===== src/rtl/csub_pkg.sv =====
// Shared types and sizing helpers for the word-serial conditional subtractor.
// Latency: n/a (package). Backpressure: n/a.
// Holds the FSM state encoding and the default datapath geometry.
package csub_pkg;

    typedef enum logic [1:0] {
        IDLE  = 2'd0,
        SUB   = 2'd1,
        FINAL = 2'd2
    } state_t;

    localparam int CSUB_WORD   = 8;
    localparam int CSUB_NWORDS = 4;
    localparam int W           = CSUB_WORD * CSUB_NWORDS;

    // Word-index width; never narrower than one bit so a single-word build still has a counter.
    function automatic int clog2(input int n);
        int r;
        r = 0;
        while ((1 << r) < n) r++;
        return (r < 1) ? 1 : r;
    endfunction

endpackage


===== src/rtl/cla_adder.sv =====
// K-bit carry-lookahead adder: sum = a + b + cin, with carry out.
// Latency: combinational. Backpressure: none.
// Carries are formed from per-bit generate/propagate terms.
module cla_adder #(
    parameter int K = 8
) (
    input  logic [K-1:0] a,
    input  logic [K-1:0] b,
    input  logic         cin,
    output logic [K-1:0] sum,
    output logic         cout
);

    logic [K-1:0] g;
    logic [K-1:0] p;
    logic [K:0]   c;

    assign g = a & b;
    assign p = a ^ b;

    always_comb begin
        c    = '0;
        c[0] = cin;
        for (int i = 0; i < K; i++) begin
            c[i+1] = g[i] | (p[i] & c[i]);
        end
    end

    assign sum  = p ^ c[K-1:0];
    assign cout = c[K];

endmodule


===== src/rtl/csub_reduce_ctrl.sv =====
// Word-serial final conditional subtraction: result = (T >= M) ? T - M : T. Optional macro CSUB_START_QUEUE_EN.
// Latency: o_done rises NWORDS+1 edges after the accepting start edge.
// Backpressure: o_ready gates i_start; with CSUB_START_QUEUE_EN one extra request is buffered while busy.
module csub_reduce_ctrl
    import csub_pkg::*;
#(
    parameter int WORD   = CSUB_WORD,
    parameter int NWORDS = CSUB_NWORDS
) (
    input  logic                     i_clk,
    input  logic                     i_rst_n,
    input  logic                     i_start,
    input  logic [WORD*NWORDS:0]     i_T,
    input  logic [WORD*NWORDS-1:0]   i_M,
    output logic                     o_ready,
    output logic                     o_busy,
    output logic                     o_done,
    output logic [WORD*NWORDS-1:0]   o_result,
    output logic                     o_ge
);

    localparam int DW = WORD * NWORDS;
    localparam int IW = clog2(NWORDS);
    localparam logic [IW-1:0] LAST_IDX = IW'(NWORDS - 1);

    state_t        state;
    logic [IW-1:0] idx;
    logic          carry;
    logic [DW:0]   t_q;
    logic [DW-1:0] m_q;
    logic [DW-1:0] diff_q;

    logic [WORD-1:0] t_word;
    logic [WORD-1:0] m_word_n;
    logic [WORD-1:0] sum_word;
    logic            cout_word;
    logic            ge;

    assign t_word   = t_q[int'(idx)*WORD +: WORD];
    assign m_word_n = ~m_q[int'(idx)*WORD +: WORD];
    // Overflow MSB forces the subtraction; otherwise the final not-borrow decides.
    assign ge       = t_q[DW] | carry;

    cla_adder #(.K(WORD)) u_add (
        .a    (t_word),
        .b    (m_word_n),
        .cin  (carry),
        .sum  (sum_word),
        .cout (cout_word)
    );

`ifdef CSUB_START_QUEUE_EN
    logic          pend_valid;
    logic [DW:0]   pend_t;
    logic [DW-1:0] pend_m;

    assign o_ready = ~pend_valid | (state == IDLE);
`else
    assign o_ready = (state == IDLE);
`endif

    always_ff @(posedge i_clk or negedge i_rst_n) begin
        if (!i_rst_n) begin
            state    <= IDLE;
            idx      <= '0;
            carry    <= 1'b1;
            t_q      <= '0;
            m_q      <= '0;
            diff_q   <= '0;
            o_busy   <= 1'b0;
            o_done   <= 1'b0;
            o_result <= '0;
            o_ge     <= 1'b0;
`ifdef CSUB_START_QUEUE_EN
            pend_valid <= 1'b0;
            pend_t     <= '0;
            pend_m     <= '0;
`endif
        end else begin
            o_done <= 1'b0;
            case (state)
                IDLE: begin
                    if (i_start) begin
                        t_q    <= i_T;
                        m_q    <= i_M;
                        idx    <= '0;
                        carry  <= 1'b1;
                        o_busy <= 1'b1;
                        state  <= SUB;
                    end
                end
                SUB: begin
                    diff_q[int'(idx)*WORD +: WORD] <= sum_word;
                    carry <= cout_word;
                    if (idx == LAST_IDX) begin
                        state <= FINAL;
                    end else begin
                        idx <= idx + 1'b1;
                    end
`ifdef CSUB_START_QUEUE_EN
                    if (i_start && !pend_valid) begin
                        pend_valid <= 1'b1;
                        pend_t     <= i_T;
                        pend_m     <= i_M;
                    end
`endif
                end
                FINAL: begin
                    o_result <= ge ? diff_q : t_q[DW-1:0];
                    o_ge     <= ge;
                    o_done   <= 1'b1;
                    idx      <= '0;
                    carry    <= 1'b1;
`ifdef CSUB_START_QUEUE_EN
                    // Chain straight into the next operation so the core never idles between results.
                    if (pend_valid) begin
                        t_q        <= pend_t;
                        m_q        <= pend_m;
                        pend_valid <= 1'b0;
                        state      <= SUB;
                    end else if (i_start) begin
                        t_q   <= i_T;
                        m_q   <= i_M;
                        state <= SUB;
                    end else begin
                        o_busy <= 1'b0;
                        state  <= IDLE;
                    end
`else
                    o_busy <= 1'b0;
                    state  <= IDLE;
`endif
                end
                default: begin
                    o_busy <= 1'b0;
                    state  <= IDLE;
                end
            endcase
        end
    end

endmodule


===== config.mk =====
export PLATFORM = sky130hd
export DESIGN_NAME = csub_reduce_ctrl
export DESIGN_NICKNAME = d
export VERILOG_FILES = /design/src/rtl/csub_pkg.sv /design/src/rtl/cla_adder.sv /design/src/rtl/csub_reduce_ctrl.sv
export SDC_FILE = /design/constraint.sdc
export NUM_CORES = 1
export LEC_CHECK = 0
export CAP_MARGIN = 20
export CORE_ASPECT_RATIO = 0.6
export CORE_UTILIZATION = 30
export CTS_BUF_LIST = sky130_fd_sc_hd__clkbuf_2 sky130_fd_sc_hd__clkbuf_4 sky130_fd_sc_hd__clkbuf_8
export CTS_CLUSTER_DIAMETER = 150
export CTS_CLUSTER_SIZE = 16
export DETAILED_ROUTE_END_ITERATION = 12
export PLACE_DENSITY_LB_ADDON = 0.12
export REMOVE_ABC_BUFFERS = 1
export SLEW_MARGIN = 10
export SYNTH_ARGS = -nofsm -noshare
export SYNTH_HDL_FRONTEND = slang
export SYNTH_SLANG_ARGS = --single-unit

===== constraint.sdc =====
create_clock -name i_clk -period 5.2 [get_ports i_clk]
set_input_delay 1.04 -clock i_clk [delete_from_list [all_inputs] [get_ports i_clk]]
set_output_delay 1.04 -clock i_clk [all_outputs]
set_load 0.005 [all_outputs]

==> metrics.yaml, run 1 <==
outcome: "finished, final reports clean"
skew_ps: 19.79
drt.antenna.violating_nets: 0
powerDensity_nw_per_um2: 653.5
wl_mm: 16.06
gp_congestion: 0.7738
post_route_cell_area_um2: 7860
min_period_ps: 4629
top_layer: "met4"
row_count: 40
power_leakage_nw: 3.245
globalRoute.totalOverflow: 0
syn_area_per_cell_um2: 13.93
worstMarginPinSlew_ps: 583.8
slew_headroom_pct: 60.99
design.core.area_um2: 20020
yosysUniqueCellTypes: 37
rsz_0062_raised_after_global_routing: "false"
route.met2.wl_mm: 5.948
critPathMaxFanout: 5
drt-vias-per-instance: 4.668
critPathKind: "reg -> reg"
layout.cells.most_common_list: "sky130_fd_sc_hd__dfrtp_1, sky130_fd_sc_hd__clkdlybuf4s50_1, sky130_fd_sc_hd__mux2_2"
regArea_um2: 3431
antenna_found_initial: 0
drt-pass1-iter-count: 4
clock_tree_from_tritoncts: "done"
post-dp-hpwl_mm: 11.16
synth_ff_type: "sky130_fd_sc_hd__dfrtp_1"
floorplan.initialDensity_pct: 30.62
min-delay-path-class: "in -> async"
area_used_by_multi_input_combinational_logic_um2: 2502
grt_use_total_pct: 16.36
irDropWorstVdd_uv: 245.4
post_synth_main_area_contributors: "sky130_fd_sc_hd__dfrtp_1, sky130_fd_sc_hd__mux2_2, sky130_fd_sc_hd__mux4_2"
grt_pass1_vias: 4112
setup-violations-final: 0
timing.final.ws_setup_ps: 571.0
grt_pass1_wl_mm: 25.47
num-fill-cells: 1928
synth_top_cell_area_share_pct: 55.52
i_o_pin_count: 104
p_total_mw: 5.137
die_w_um: 186.5
placed_cell_area_um2: 7412
post_cts.repair.setup_buffers: 0
cts-buffers-inserted: 17
dr_wl_met3_mm: 1.025
synth_warnings: 0
detail_route.iter0.violations: 180
synth_async_sr_flop_share_pct: 100.0
synth_sequential_area_ratio_pct: 55.95
cts_num_sinks: 137
clock_latency_ps: 450
critical_path.endpoint_type: "register"
ctsResizeCount: 0
layout-drive-gt1-share_pct: 24.73
timing_hold_violations_final: 0
max_freq_mhz: 216.0
diodes: 0
crit_start: "idx[0]$_DFFE_PN0P_"
die_area_um2: 21030
netlist_instances: 440
drcViolationCount: 0
reg_to_reg_startpoint: "idx[0]$_DFFE_PN0P_"
post-route-period-util_pct: 89.02
synthToLayoutAreaGrowth_pct: 28.23
cts-root-to-sink-buffers: 2
die_h_um: 112.7
total_via_count_after_detailed_routing: 3879
yosys_register_bits: 137
synth-edff-count: 0
slew_viols_final: 0
cap_violations: 0
critPathArrivalTime_ps: 4990
netlist.top_cell.by_area: "sky130_fd_sc_hd__dfrtp_1"
pre_cts_slack_ps: 540.9
wl_per_cell_um: 19.32
post_synth_instance_area_um2: 6130
num-nets-final: 627
clk_pin_slew_ps: 90
cts_max_level: 4
m1WireLength_mm: 8.986
startpoint_type_of_the_worst_setup_path: "register"
most_common_library_cell_in_the_layout_ignoring_fill_and_taps: "sky130_fd_sc_hd__dfrtp_1"
pin_count_of_the_biggest_net_entering_global_routing: 109
io_buffers: 103
clock_tree.root_cell: "sky130_fd_sc_hd__clkbuf_8"
reg2reg_setup_slack_ps: 570
crit_required_ps: 5570
cts.hold.buffers_added: 0
## stage by stage
stage / cells / TNS [ps] / utilization (%) / hold slack (ps)
floorplan: 415 / -83740 / - / 455.4
global placement: 797 / 0 / 37.03 / 465.1
detailed placement: 797 / 0 / 37.03 / 472.4
CTS: 829 / 0 / 39.03 / 490.5
global route: 831 / 0 / 39.26 / 420.4
finish: 831 / 0 / 39.26 / 445.6
## layout make-up
type / instances / area share, %
sequential: 137 / 43.65
multi-input combinational: 262 / 31.84
timing repair buffer: 111 / 14.31
tap: 273 / 4.346
clock buffer: 19 / 3.247
clock inverter: 13 / 1.847
inverter: 16 / 0.7641
## worst paths after layout
| check | end | cells past startpoint |
|---|---|---|
| worst max-delay path | diff_q[15]$_DFFE_PN0P_ | 13 |
| worst min-delay path | diff_q[11]$_DFFE_PN0P_ | 1 |
| worst max register to register | diff_q[15]$_DFFE_PN0P_ | 13 |
| worst min register to register | o_result[9]$_DFFE_PN0P_ | 2 |
| max in group asynchronous | carry$_DFFE_PN1P_ | 3 |
| min in group i_clk | o_result[9]$_DFFE_PN0P_ | 2 |
## flip-flops by register name, indices dropped and copies added, names as in the netlist, 2 cells and up
| register | count |
|---|---|
| diff_q | 32 |
| idx | 2 |
| m_q | 32 |
| o_result | 32 |
| state | 2 |
| t_q | 33 |
## cells by family after synthesis
logic type               count (synthesis)  synth area share, %
buffers and inverters                   41                3.429
adder cells (fa/ha/maj)                 14                3.837
flip-flops                             137                55.95
AO/OA/AOI/OAI                           74                8.206
multiplexers                           113                23.05
AND/OR/NAND/NOR                         61                5.531
## cell usage after synthesis (2+ instances only)
master / n
sky130_fd_sc_hd__nor2_1: 4
sky130_fd_sc_hd__nand2_2: 4
sky130_fd_sc_hd__mux4_2: 16
sky130_fd_sc_hd__clkbuf_1: 4
sky130_fd_sc_hd__nor4_4: 2
sky130_fd_sc_hd__mux2_2: 65
sky130_fd_sc_hd__dfrtp_1: 136
sky130_fd_sc_hd__mux2i_1: 32
sky130_fd_sc_hd__nand2_1: 37
sky130_fd_sc_hd__nor3b_1: 2
sky130_fd_sc_hd__buf_4: 10
sky130_fd_sc_hd__a21oi_1: 3
sky130_fd_sc_hd__ha_1: 6
sky130_fd_sc_hd__fa_1: 8
sky130_fd_sc_hd__o21ai_0: 35
sky130_fd_sc_hd__or4_4: 2
sky130_fd_sc_hd__buf_2: 9
sky130_fd_sc_hd__inv_1: 16
sky130_fd_sc_hd__a22o_1: 24
sky130_fd_sc_hd__o2bb2ai_1: 8
## layer usage
metal | GRT usage (%) | vias up
met2 | 19.90 | 103
met5 | 0 | -
met1 | 26.70 | 1970
met4 | 2.951 | 0
met3 | 5.800 | 8
li1 | - | 1798
## power by group
group,internal [mW],switching (mW)
clock network,0.448,0.455
logic,1.20,1.12
registers,1.55,0.366
total,3.19,1.95
## critical path, cell delays in order (launching register included)
cell	delay, ps
sky130_fd_sc_hd__dfrtp_2	470
sky130_fd_sc_hd__mux4_2	510
sky130_fd_sc_hd__inv_1	110
sky130_fd_sc_hd__fa_1	170
sky130_fd_sc_hd__inv_1	50
sky130_fd_sc_hd__fa_1	390
sky130_fd_sc_hd__fa_1	400
sky130_fd_sc_hd__fa_1	400
sky130_fd_sc_hd__fa_1	420
sky130_fd_sc_hd__fa_1	460
sky130_fd_sc_hd__fa_1	440
sky130_fd_sc_hd__inv_1	100
sky130_fd_sc_hd__fa_1	470
sky130_fd_sc_hd__o2bb2ai_1	180
(Power assumes the default switching activity.)
==> run 2: changes to the inputs <==
--- a/config.mk
+++ b/config.mk
@@ -12,7 +12,7 @@
 export CTS_CLUSTER_DIAMETER = 150
 export CTS_CLUSTER_SIZE = 16
 export DETAILED_ROUTE_END_ITERATION = 12
-export PLACE_DENSITY_LB_ADDON = 0.12
+export PLACE_DENSITY = 0.54
 export REMOVE_ABC_BUFFERS = 1
 export SLEW_MARGIN = 10
 export SYNTH_ARGS = -nofsm -noshare
==> metrics.yaml, run 2 (synthesized netlist as in run 1, its figures left out) <==
outcome: "finished, final reports clean"
worstMarginPinSlew_ps: 941.8  # +358.0 ps
tns_ps: 0  # unchanged
design.core.area_um2: 20020  # unchanged
min_delay_path_depth: 2
startpoint_type_of_the_worst_setup_path: "register"
most_common_library_cell_in_the_layout_ignoring_fill_and_taps: "sky130_fd_sc_hd__dfrtp_1"
pin_count_of_the_biggest_net_entering_global_routing: 103  # -5.5%
num-fill-cells: 1923  # -0.26%
critPathArrivalTime_ps: 5050  # +60 ps
layout-drive-gt1-share_pct: 24.60  # -0.14 points
die_area_um2: 21030  # unchanged
detail_route.iter0.violations: 170  # -5.6%
largest-register: "t_q"
p_total_mw: 5.093  # -0.86%
critPathMaxFanout: 8  # +3
max_freq_mhz: 212.5  # -1.6%
cts-buffers-inserted: 17  # unchanged
globalRoute.totalOverflow: 0  # unchanged
clock_tree.root_cell: "sky130_fd_sc_hd__clkbuf_8"
cts_num_sinks: 137  # unchanged
min_period_ps: 4707  # +77.62 ps
clock_latency_ps: 430  # -20 ps
crit-reg2reg-capture: "diff_q[15]$_DFFE_PN0P_"
die_w_um: 186.5  # unchanged
wl_per_cell_um: 18.26  # -5.5%
critPathKind: "reg -> reg"
cts_max_level: 4  # unchanged
worst-r2r-cell-count: 13  # unchanged
post_cts.repair.setup_buffers: 0  # unchanged
critical_path.endpoint_type: "register"
power_leakage_nw: 3.255  # +0.30%
row_count: 40  # unchanged
crit_required_ps: 5540  # -30 ps
drcViolationCount: 0  # unchanged
grt_pass1_wl_mm: 24.25  # -4.8%
timing.hold.ws_ps: 486.4  # +40.86 ps
diodes: 0  # unchanged
antenna_found_initial: 0  # unchanged
layout.cells.most_common_list: "sky130_fd_sc_hd__dfrtp_1, sky130_fd_sc_hd__clkdlybuf4s50_1, sky130_fd_sc_hd__mux2_2"
skew_ps: 11.64  # -8.151 ps
clk_pin_slew_ps: 80  # about the same
gp_congestion: 0.8016  # +3.6%
clock_tree_from_tritoncts: "done"
grt_use_total_pct: 15.26  # -1.1 points
rsz_0062_raised_after_global_routing: "false"
min-delay-start: "o_ge$_DFFE_PN0P_"
io_buffers: 103  # unchanged
irDropWorstVdd_uv: 308.2  # +26%
largest_reg_flops: 33  # unchanged
i_o_pin_count: 104  # unchanged
finalCoreUtilization_pct: 39.19  # -0.069 points
reg2reg_setup_slack_ps: 490  # -80 ps
grt_pass1_vias: 4115  # +0.073%
cts.hold.buffers_added: 0  # unchanged
timing.hold.worst_endpoint: "o_ge$_DFFE_PN0P_"
slew_viols_final: 0  # unchanged
drt-pass1-iter-count: 4  # unchanged
post-dp-hpwl_mm: 10.69  # -4.2%
min-delay-path-class: "reg -> reg"
num-nets-final: 626  # -0.16%
cts-root-to-sink-buffers: 2  # unchanged
setup-violations-final: 0  # unchanged
slew_headroom_pct: 37.21  # -24 points
synthToLayoutAreaGrowth_pct: 28.01
drt-vias-per-instance: 4.693  # +0.53%
die_h_um: 112.7  # unchanged
timing_hold_violations_final: 0  # unchanged
cap_violations: 0  # unchanged
floorplan.initialDensity_pct: 30.62  # unchanged
reg_to_reg_startpoint: "idx[0]$_DFFE_PN0P_"
drt.antenna.violating_nets: 0  # unchanged
post-route-period-util_pct: 90.51  # +1.5 points
powerDensity_nw_per_um2: 649.1  # -0.68%
wl_mm: 15.15  # -5.6%
ctsResizeCount: 0  # unchanged
total_via_count_after_detailed_routing: 3895  # +0.41%
[run 2: final cells by class]
| cell class | count | area, µm² | area share (%) |
|---|---|---|---|
| flip-flops and latches | 137 | 3431 | 43.73 |
| well taps | 273 | 341.6 | 4.353 |
| multi-input cells | 262 | 2502 | 31.89 |
| repair buffers | 110 | 1097 | 13.98 |
| clock inverters | 14 | 172.7 | 2.201 |
| clock buffers | 18 | 241.5 | 3.078 |
| inverters | 16 | 60.06 | 0.7654 |
[run 2: worst max path at each step]
stage                        from                      to  slack [ps]
6_report       idx[0]$_DFFE_PN0P_  diff_q[15]$_DFFE_PN0P_         490
3_3_place_gp   idx[0]$_DFFE_PN0P_  diff_q[23]$_DFFE_PN0P_         550
2_1_floorplan             i_start      m_q[0]$_DFFE_PN0P_       -1290
3_5_place_dp   idx[0]$_DFFE_PN0P_   diff_q[7]$_DFFE_PN0P_         480
5_1_grt        idx[0]$_DFFE_PN0P_  diff_q[31]$_DFFE_PN0P_         270
4_1_cts        idx[0]$_DFFE_PN0P_  diff_q[15]$_DFFE_PN0P_         470
[run 2: routing by layer]
metal	vias to the layer above	wire (µm)	track usage, %
met5	-	0	0
met4	0	65	3.770
met3	4	964	4.932
met2	108	6124	20.60
met1	1971	7999	23.20
li1	1812	-	-
[run 2: where the power goes]
part	internal (mW)	total (mW)	leakage, nW	switching (mW)
sequential	1.55	1.90	1.74	0.357
clock	0.484	0.929	0.207	0.445
combinational	1.19	2.26	1.31	1.08
total	3.22	5.09	3.25	1.88
[run 2: through the flow]
step	std cells	setup WS [ps]	cell area [µm²]
after floorplan	415	-1288	5979
after global placement	797	554.7	7412
after detailed placement	797	484.8	7412
after CTS	829	466.8	7826
after global routing	830	274.8	7846
final	830	493.4	7846
[run 2: worst max-delay path, stage by stage, from the launching register on]
cell and delay [ps]:
sky130_fd_sc_hd__dfrtp_2 550, sky130_fd_sc_hd__mux4_2 540, sky130_fd_sc_hd__inv_1 100, sky130_fd_sc_hd__fa_1 170, sky130_fd_sc_hd__inv_1 50, sky130_fd_sc_hd__fa_1 380
sky130_fd_sc_hd__fa_1 400, sky130_fd_sc_hd__fa_1 400, sky130_fd_sc_hd__fa_1 420, sky130_fd_sc_hd__fa_1 470, sky130_fd_sc_hd__fa_1 430, sky130_fd_sc_hd__inv_1 100
sky130_fd_sc_hd__fa_1 440, sky130_fd_sc_hd__o2bb2ai_1 170
